### src/rtl/game_pkg.sv
// game_pkg
//   Constants shared by the game core: button indices into the per-button
//   vectors, default timing, and a counter-width helper.
//   No ports (package).
package game_pkg;

  localparam int BTN_LEFT  = 0;
  localparam int BTN_RIGHT = 1;
  localparam int BTN_RESET = 2;
  localparam int NUM_BTN   = 3;

  // 2.5 Hz game tick from the 50 MHz system clock; the game core derives its
  // own timing constants from this value.
  localparam int TICK_DIV_DEFAULT = 20_000_000;

  // 10 ms of stable input at 50 MHz.
  localparam int DEBOUNCE_DEFAULT = 500_000;

  typedef logic [NUM_BTN-1:0] btn_vec_t;

  // Width of a counter running 0..n-1, never narrower than one bit.
  function automatic int cnt_width(input int n);
    return (n > 1) ? $clog2(n) : 1;
  endfunction

endpackage

### src/rtl/button_debounce.sv
// button_debounce
//   Two-flop synchroniser, level debouncer and press detector for one raw
//   active-low push button.
// Ports
//   clock   in   1  system clock
//   reset   in   1  synchronous, active-high
//   raw     in   1  asynchronous raw button, 0 = pressed
//   stable  out  1  debounced level, 0 = pressed, 1 after reset
//   press   out  1  one-cycle pulse in the cycle before stable falls 1->0
module button_debounce
  import game_pkg::*;
#(
  parameter int DEBOUNCE_CYCLES = DEBOUNCE_DEFAULT
) (
  input  logic clock,
  input  logic reset,
  input  logic raw,
  output logic stable,
  output logic press
);

  localparam int CW = cnt_width(DEBOUNCE_CYCLES);
  localparam logic [CW-1:0] LAST = CW'(DEBOUNCE_CYCLES - 1);

  logic [1:0]    sync;
  logic [CW-1:0] count;
  logic          accept;

  // The synchronised level has disagreed with stable for DEBOUNCE_CYCLES
  // consecutive cycles including this one, so stable takes it at the edge.
  assign accept = (sync[1] != stable) && (count == LAST);

  // Only a released->pressed acceptance is an event; releases are silent.
  // The pulse coincides with the acceptance, so the pending latch sets on the
  // same edge that stable goes low.
  assign press = accept && stable;

  // Only sync[1] is ever looked at; sync[0] may go metastable.
  always_ff @(posedge clock) begin
    if (reset) begin
      sync   <= 2'b11;
      stable <= 1'b1;
      count  <= '0;
    end else begin
      sync <= {sync[0], raw};
      if (sync[1] == stable) begin
        count <= '0;
      end else if (accept) begin
        stable <= sync[1];
        count  <= '0;
      end else begin
        count <= count + 1'b1;
      end
    end
  end

endmodule

### src/rtl/game_input_conditioner.sv
// game_input_conditioner
//   Conditions the three raw game buttons and, once per game tick, presents a
//   single prioritised command (restart > right > left) to the game logic.
//   Presses shorter than a tick are latched and served at the next tick.
// Ports
//   CLK_50        in   1  system clock, 50 MHz
//   RESET         in   1  synchronous, active-high
//   button_left   in   1  raw button, active-low, asynchronous
//   button_right  in   1  raw button, active-low, asynchronous
//   button_reset  in   1  raw button, active-low, asynchronous
//   game_tick     out  1  one-cycle strobe; cmd_* valid only in this cycle
//   cmd_left      out  1  move player left this tick
//   cmd_right     out  1  move player right this tick
//   cmd_restart   out  1  restart game this tick
//   btn_level     out  3  debounced pressed level {reset,right,left}, 1 = pressed
module game_input_conditioner
  import game_pkg::*;
#(
  parameter int DEBOUNCE_CYCLES = DEBOUNCE_DEFAULT,
  parameter int TICK_DIV        = TICK_DIV_DEFAULT,
  parameter bit HOLD_REPEAT     = 1'b1
) (
  input  logic               CLK_50,
  input  logic               RESET,
  input  logic               button_left,
  input  logic               button_right,
  input  logic               button_reset,
  output logic               game_tick,
  output logic               cmd_left,
  output logic               cmd_right,
  output logic               cmd_restart,
  output logic [NUM_BTN-1:0] btn_level
);

  localparam int TW = cnt_width(TICK_DIV);
  localparam logic [TW-1:0] TICK_LAST = TW'(TICK_DIV - 1);

  btn_vec_t      raw;
  btn_vec_t      stable;
  btn_vec_t      press;
  btn_vec_t      pending;
  btn_vec_t      req;
  logic [TW-1:0] tick_count;
  logic          tick;

  assign raw[BTN_LEFT]  = button_left;
  assign raw[BTN_RIGHT] = button_right;
  assign raw[BTN_RESET] = button_reset;

  for (genvar b = 0; b < NUM_BTN; b++) begin : g_btn
    button_debounce #(
      .DEBOUNCE_CYCLES(DEBOUNCE_CYCLES)
    ) u_debounce (
      .clock (CLK_50),
      .reset (RESET),
      .raw   (raw[b]),
      .stable(stable[b]),
      .press (press[b])
    );
  end

  assign tick = (tick_count == TICK_LAST);

  always_ff @(posedge CLK_50) begin
    if (RESET || tick) begin
      tick_count <= '0;
    end else begin
      tick_count <= tick_count + 1'b1;
    end
  end

  // Press wins over the tick clear: a press landing on the tick cycle was not
  // part of this tick's request, so it must survive to the next one.
  always_ff @(posedge CLK_50) begin
    if (RESET) begin
      pending <= '0;
    end else begin
      pending <= press | (pending & ~{NUM_BTN{tick}});
    end
  end

  assign req = pending | ({NUM_BTN{HOLD_REPEAT}} & ~stable);

  // Gating every command with tick keeps cmd_* at zero between strobes.
  always_ff @(posedge CLK_50) begin
    if (RESET) begin
      game_tick   <= 1'b0;
      cmd_restart <= 1'b0;
      cmd_right   <= 1'b0;
      cmd_left    <= 1'b0;
      btn_level   <= '0;
    end else begin
      game_tick   <= tick;
      cmd_restart <= tick & req[BTN_RESET];
      cmd_right   <= tick & req[BTN_RIGHT] & ~req[BTN_RESET];
      cmd_left    <= tick & req[BTN_LEFT] & ~req[BTN_RIGHT] & ~req[BTN_RESET];
      btn_level   <= ~stable;
    end
  end

endmodule
### config.mk
export PLATFORM = sky130hd
export DESIGN_NAME = game_input_conditioner
export DESIGN_NICKNAME = d
export VERILOG_FILES = /design/src/rtl/game_pkg.sv /design/src/rtl/button_debounce.sv /design/src/rtl/game_input_conditioner.sv
export SDC_FILE = /design/constraint.sdc
export NUM_CORES = 1
export LEC_CHECK = 0
export CAP_MARGIN = 20
export CORE_UTILIZATION = 35
export DETAILED_ROUTE_END_ITERATION = 7
export REMOVE_ABC_BUFFERS = 1
export SYNTH_ARGS = -nofsm -noshare
export SYNTH_HDL_FRONTEND = slang
export SYNTH_SLANG_ARGS = --single-unit
### constraint.sdc
create_clock -name CLK_50 -period 2.14 [get_ports CLK_50]
set_input_delay 0.428 -clock CLK_50 [delete_from_list [all_inputs] [get_ports CLK_50]]
set_output_delay 0.428 -clock CLK_50 [all_outputs]
set_load 0.02 [all_outputs]
# [Word level (Yosys, flattened, before mapping)]
# Cells that the tools add are included.
[op_classes] addsub=4 eq_ne=10 n_bitwise=16 n_reduce_logical=13
[op_table] operator="$add A19 B1 Y19 const B" n=3
[op_table] operator="$eq A19 B19 Y1 const B" n=3
[op_table] operator="$add A25 B1 Y25 const B" n=1
[op_table] operator="$eq A25 B25 Y1 const B" n=1
[op_table] operator="$reduce_or A3 Y1" n=3
[op_table] operator="$and A1 B1 Y1" n=6
[op_table] operator="$logic_and A1 B1 Y1" n=6
[op_table] operator="$not A3 Y3" n=2
[op_table] operator="$or A3 B3 Y3" n=2
[op_table] operator="$reduce_and A2 Y1" n=3
[op_table] operator="$not A1 Y1" n=5
[op_table] operator="$and A3 B3 Y3" n=1
[op_table] operator="$eq A1 B1 Y1" n=3
[op_table] operator="$ne A1 B1 Y1" n=3
[op_table] operator="$logic_or A1 B1 Y1" n=1
[totals] ff_bits=101 in_bits=5 output_inout_bits=7 word_cells=59

# [Longest topological paths before layout]
[depth] depth_word=5 depth_mapped=7 ltp_nobuf=5

# [Modules after synthesis]
# From an unflattened synthesis, not the netlist that was laid out.
[hier_totals] cells_unflattened=491 area_unflattened_um2=4451.8
[modules_own_cells] mod="button_debounce" instances=3 cells_each=108 area_each_um2=992.2 seq_area_each_um2=440.4
[modules_own_cells] mod="game_input_conditioner" instances=1 cells_each=167 area_each_um2=1475.2 seq_area_each_um2=700.7

# [Worst setup path after synthesis]
# No wires, ideal clock.
[synth_path] path_kind="reg2reg" from="register g_btn[1].u_debounce.count[0]" to="register g_btn[1].u_debounce.count[10]" setup_time_ns=0.117 t_arrival_ns=1.784 required_ns=2.023 slack_ns=0.239 path_stages_with_launch=8 n_path_buf=2 synth_period_minus_slack_ns=1.901 path_cell_list="dfxtp_1 > ha_1 > and4_1 > clkbuf_1 > nand4_1 > o21bai_1 > buf_2 > nor2_1"
[synth_between] elab_chain_len=3 elab_cells_between_ends=4 cone_classes="add/sub: 1; eq/ne: 1; reduce/logical: 2"
[synth_lines] item="from (decl)" line_no="button_debounce.sv:26" rtl="logic [CW-1:0] count;"
[synth_lines] item="from (signal assigned)" line_no="button_debounce.sv:52" rtl="count <= count + 1'b1;"
[synth_lines] item="branches (longest 3 deep; another with $add A19 B1 Y19)"
# Several ways; the timed one is not identified.
# A chain may end at the register's enable or synchronous reset.

# [Worst setup path after layout]
[layout_path] from="register tick_count[0]" to="register cmd_right"
[layout_between] elab_chain_len=3
[layout_lines] item="from (decl)" line_no="game_input_conditioner.sv:43" rtl="logic [TW-1:0] tick_count;"
[layout_lines] item="from (signal assigned)" line_no="game_input_conditioner.sv:68" rtl="tick_count <= tick_count + 1'b1;"
[layout_lines] item="$eq A25 B25 Y1" line_no="game_input_conditioner.sv:62" rtl="assign tick = (tick_count == TICK_LAST);"
[layout_lines] item="$and A1 B1 Y1 (2 in a row)" line_no="game_input_conditioner.sv:95" rtl="cmd_right <= tick & req[BTN_RIGHT] & ~req[BTN_RESET];"
[layout_lines] item="to (signal assigned)" line_no="game_input_conditioner.sv:95"
[layout_lines] item="to (decl)" line_no="game_input_conditioner.sv:30" rtl="output logic cmd_right,"
# Every way passes these cells.

==> flow_summary.json <==
{
  "tritoncts_num_sinks": 101,
  "grt_antenna_before_repair": 0,
  "cts_made_buffers": 9,
  "setup_viol_count_final": 0,
  "unrepaired_setup_endpoints_after_global_routing": "false",
  "design.die.area_um2": 12800,
  "clock_tree.htree_level_count": 3,
  "slew_headroom_pct": 70.4,
  "powerDensity_nw_per_um2": 739,
  "placed_area_um2": 4650,
  "synth_top_area_share_pct": 46.8,
  "cts-root-to-sink-buffers": 2,
  "areaGrowthSynthToFinish_pct": 15.8,
  "cp.arrival_ns": 2.21,
  "most_frequent_cells_in_the_layout": "101 x dfxtp_1, 69 x nor2_1, 31 x xnor2_1",
  "p_total_mw": 3.69,
  "vdd.ir_drop.worst_mv": 0.403,
  "worst_setup_hold_path_clk_slew_ns": 0.07,
  "max_cap_violations": 0,
  "globalRouteOverflowTotal": 0,
  "post-synth-top-area-cell": "dfxtp_1",
  "wl_met2_mm": 3.75,
  "yosys-mux-area-fraction_pct": 0,
  "worst_path_max_delay_cell": "or3_4",
  "synth-compound-area-share_pct": 9.54,
  "met3_routed_length_um": 281,
  "timing.hold.worst.class": "reg -> reg",
  "post_route_fraction_of_the_period_consumed_by_the_critical_path_pct": 91.9,
  "cts_tree": "yes",
  "worst_skew_pair.late_latency_ns": 0.34,
  "yosys-top-cells-area": "dfxtp_1 47%, xnor2_1 6.3%, nor2_1 6.0%",
  "mappedNetlistArea_um2": 4320,
  "mostFrequentLayoutCell": "dfxtp_1",
  "total_nets_final": 523,
  "whs_ns": 0.412,
  "cp_slowest_stage_delay_ns": 0.41,
  "worst_path_dominant_cell_family": "simple AND/OR/NAND/NOR gates",
  "core_area_um2": 12000,
  "final.fill_count": 1217,
  "design.portCount": 12,
  "grt_pass1_wl_mm": 14.3,
  "chipWidth_um": 113,
  "path_cells": "ha_1 > nand3_2 > or3_4 > or2_2 > nor4_1",
  "remaining_drc_errors": 0,
  "critical_path_buf_inv_count": 0,
  "synth-simple-area-share_pct": 29.3,
  "gp_congestion": 0.762,
  "antenna_cells": 0,
  "actual_transition_at_the_worst_max_transition_pin_ns": 0.437,
  "synthesis.yosys.warnings": 0,
  "rrSetupSlack_ns": 0.17,
  "hold_end": "g_btn[0].u_debounce.sync[1]$_SDFF_PP1_",
  "floorplan.rows": 40,
  "grt_max_degree": 23,
  "synthFlopType": "dfxtp_1",
  "synth_seq_cells": 101,
  "synth.avg_cell_area_um2": 8.77,
  "detail_route.wirelength.met1_mm": 4.14,
  "startpoint_type": "flop",
  "synth_xor_area_share_pct": 10.3,
  "final-hold-violation-count": 0,
  "drt-initial-drc-count": 137,
  "main_combinational_cell_family_by_area_after_synthesis": "simple AND/OR/NAND/NOR gates",
  "drv_slew": 0,
  "min_delay_startpoint": "g_btn[0].u_debounce.sync[0]$_SDFF_PP1_",
  "fin_worst_skew_ns": 0.00468,
  "place.port_buffers": 11,
  "static_power_due_to_leakage_nw": 1.50,
  "design_area_um2": 5000,
  "drt_pre_antenna_iters": 4,
  "place_hpwl_mm": 5.67,
  "crit_fanout": 9,
  "maxClockFrequency_mhz": 509,
  "worstRegToRegCells": 5,
  "drive_above_1_share_pct": 8.88,
  "worstReg2RegEnd": "cmd_right$_SDFF_PP0_",
  "final_util_pct": 41.6,
  "route.antenna.remaining_nets": 0,
  "synth_adder_area_share_pct": 1.16,
  "synthCells": 492,
  "number_of_buffers_inserted_for_hold_repair_after_clock_tree_synthesis": 0,
  "route.detailed.wl_per_inst_um": 12.5,
  "r2r_start": "tick_count[0]$_SDFF_PP0_",
  "synthArstFlopShare_pct": 0,
  "proportion_of_synthesized_chip_area_in_sequential_cells_pct": 46.8,
  "min_delay_path_depth": 1,
  "worstSetupEndpointType": "flop",
  "status": "completed",
  "synth-edff-count": 0,
  "detail_route.vias_per_cell": 5.24,
  "worstSetupPathType": "reg -> reg",
  "floorplan.initialDensity_pct": 35.9,
  "cts_root_buffer": "clkbuf_16",
  "synth_cell_type_count": 42,
  "vias_in_the_first_global_route": 3202,
  "drt_wl_total_mm": 8.31,
  "route.top_layer_used": "met4",
  "sum_neg_setup_slack_ns": 0,
  "die_h_um": 113,
  "total_via_count_after_detailed_routing": 3482,
  "worst-endpoint-required_ns": 2.38,
  "post-route-min-period_ns": 1.97,
  "grt_usage_pct": 13.7
}
[sequential cells by signal (all words and copies together), names as in the netlist]
signal                   flops
cmd_restart                  1
tick_count                  25
g_btn.u_debounce.stable      3
g_btn.u_debounce.count      57
pending                      3
g_btn.u_debounce.sync        6
game_tick                    1
cmd_left                     1
cmd_right                    1
btn_level                    3
[layout make-up]
cell class,count,area (µm²),share of cell area [%]
Clock buffer,11,243,4.86
Timing Repair Buffer,26,235,4.71
Sequential cell,101,2020,40.5
Inverter,16,60.1,1.20
Tap cell,147,184,3.68
Multi-Input combinational cell,360,2180,43.7
Clock inverter,4,72.6,1.45
[cell usage after synthesis (12+ instances only)]
cell,n
nor2_1,69
xor2_1,20
nand4_1,20
dfxtp_1,101
inv_1,15
or3_1,14
nand2_1,26
o21ai_0,19
nor4_1,12
xnor2_1,31
nand3_1,27
or4_1,15
a21oi_1,27
[worst register-to-register path: cells and delay by family, from the launching register on]
kind	cells	cell delay, ns
simple gates	4	1.22
fa+ha+maj	1	0.27
flops	1	0.38
[metrics by stage]
| stage | cells | worst slack, ns |
|---|---|---|
| after floorplan | 477 | 0.0466 |
| final | 665 | 0.174 |
| after CTS | 662 | 0.0147 |
| after global placement | 647 | 0.128 |
| after global routing | 665 | 0.00263 |
| after detailed placement | 647 | 0.0277 |
[metal layers]
metal  track usage [%]  up-vias
li1                  -     1791
met1              17.1     1635
met2              22.5       45
met3              3.75       11
met4              5.26        0
met5                 0        -
[cell families (layout without fill, tap and decap cells)]
| kind of cell | count (synthesis) | after routing |
|---|---|---|
| xor+xnor | 51 | 51 |
| fa+ha+maj | 4 | 4 |
| buf+inv | 31 | 57 |
| compound gates | 69 | 69 |
| simple gates | 236 | 236 |
| flops | 101 | 101 |
[power by group]
group / internal (mW) / switching [mW]
Combinational: 0.0271 / 0.0335
Sequential: 1.89 / 0.0110
Clock: 1.05 / 0.680
[worst max path at each step]
stage / from / end / slack, ns / cells past startpoint
after global routing: tick_count[1]$_SDFF_PP0_ / cmd_right$_SDFF_PP0_ / 0.003 / 5
after CTS: tick_count[0]$_SDFF_PP0_ / cmd_right$_SDFF_PP0_ / 0.01 / 5
after global placement: tick_count[0]$_SDFF_PP0_ / tick_count[22]$_SDFF_PP0_ / 0.13 / 5
after floorplan: tick_count[3]$_SDFF_PP0_ / tick_count[23]$_SDFF_PP0_ / 0.05 / 4
after detailed placement: tick_count[0]$_SDFF_PP0_ / cmd_right$_SDFF_PP0_ / 0.03 / 5
final: tick_count[0]$_SDFF_PP0_ / cmd_right$_SDFF_PP0_ / 0.17 / 5
[timing repair]
action	CTS	global route
setup buffers	0	3
endpoints found under the setup margin	0	5
resized for setup	0	2
(Power assumes the default switching activity.)
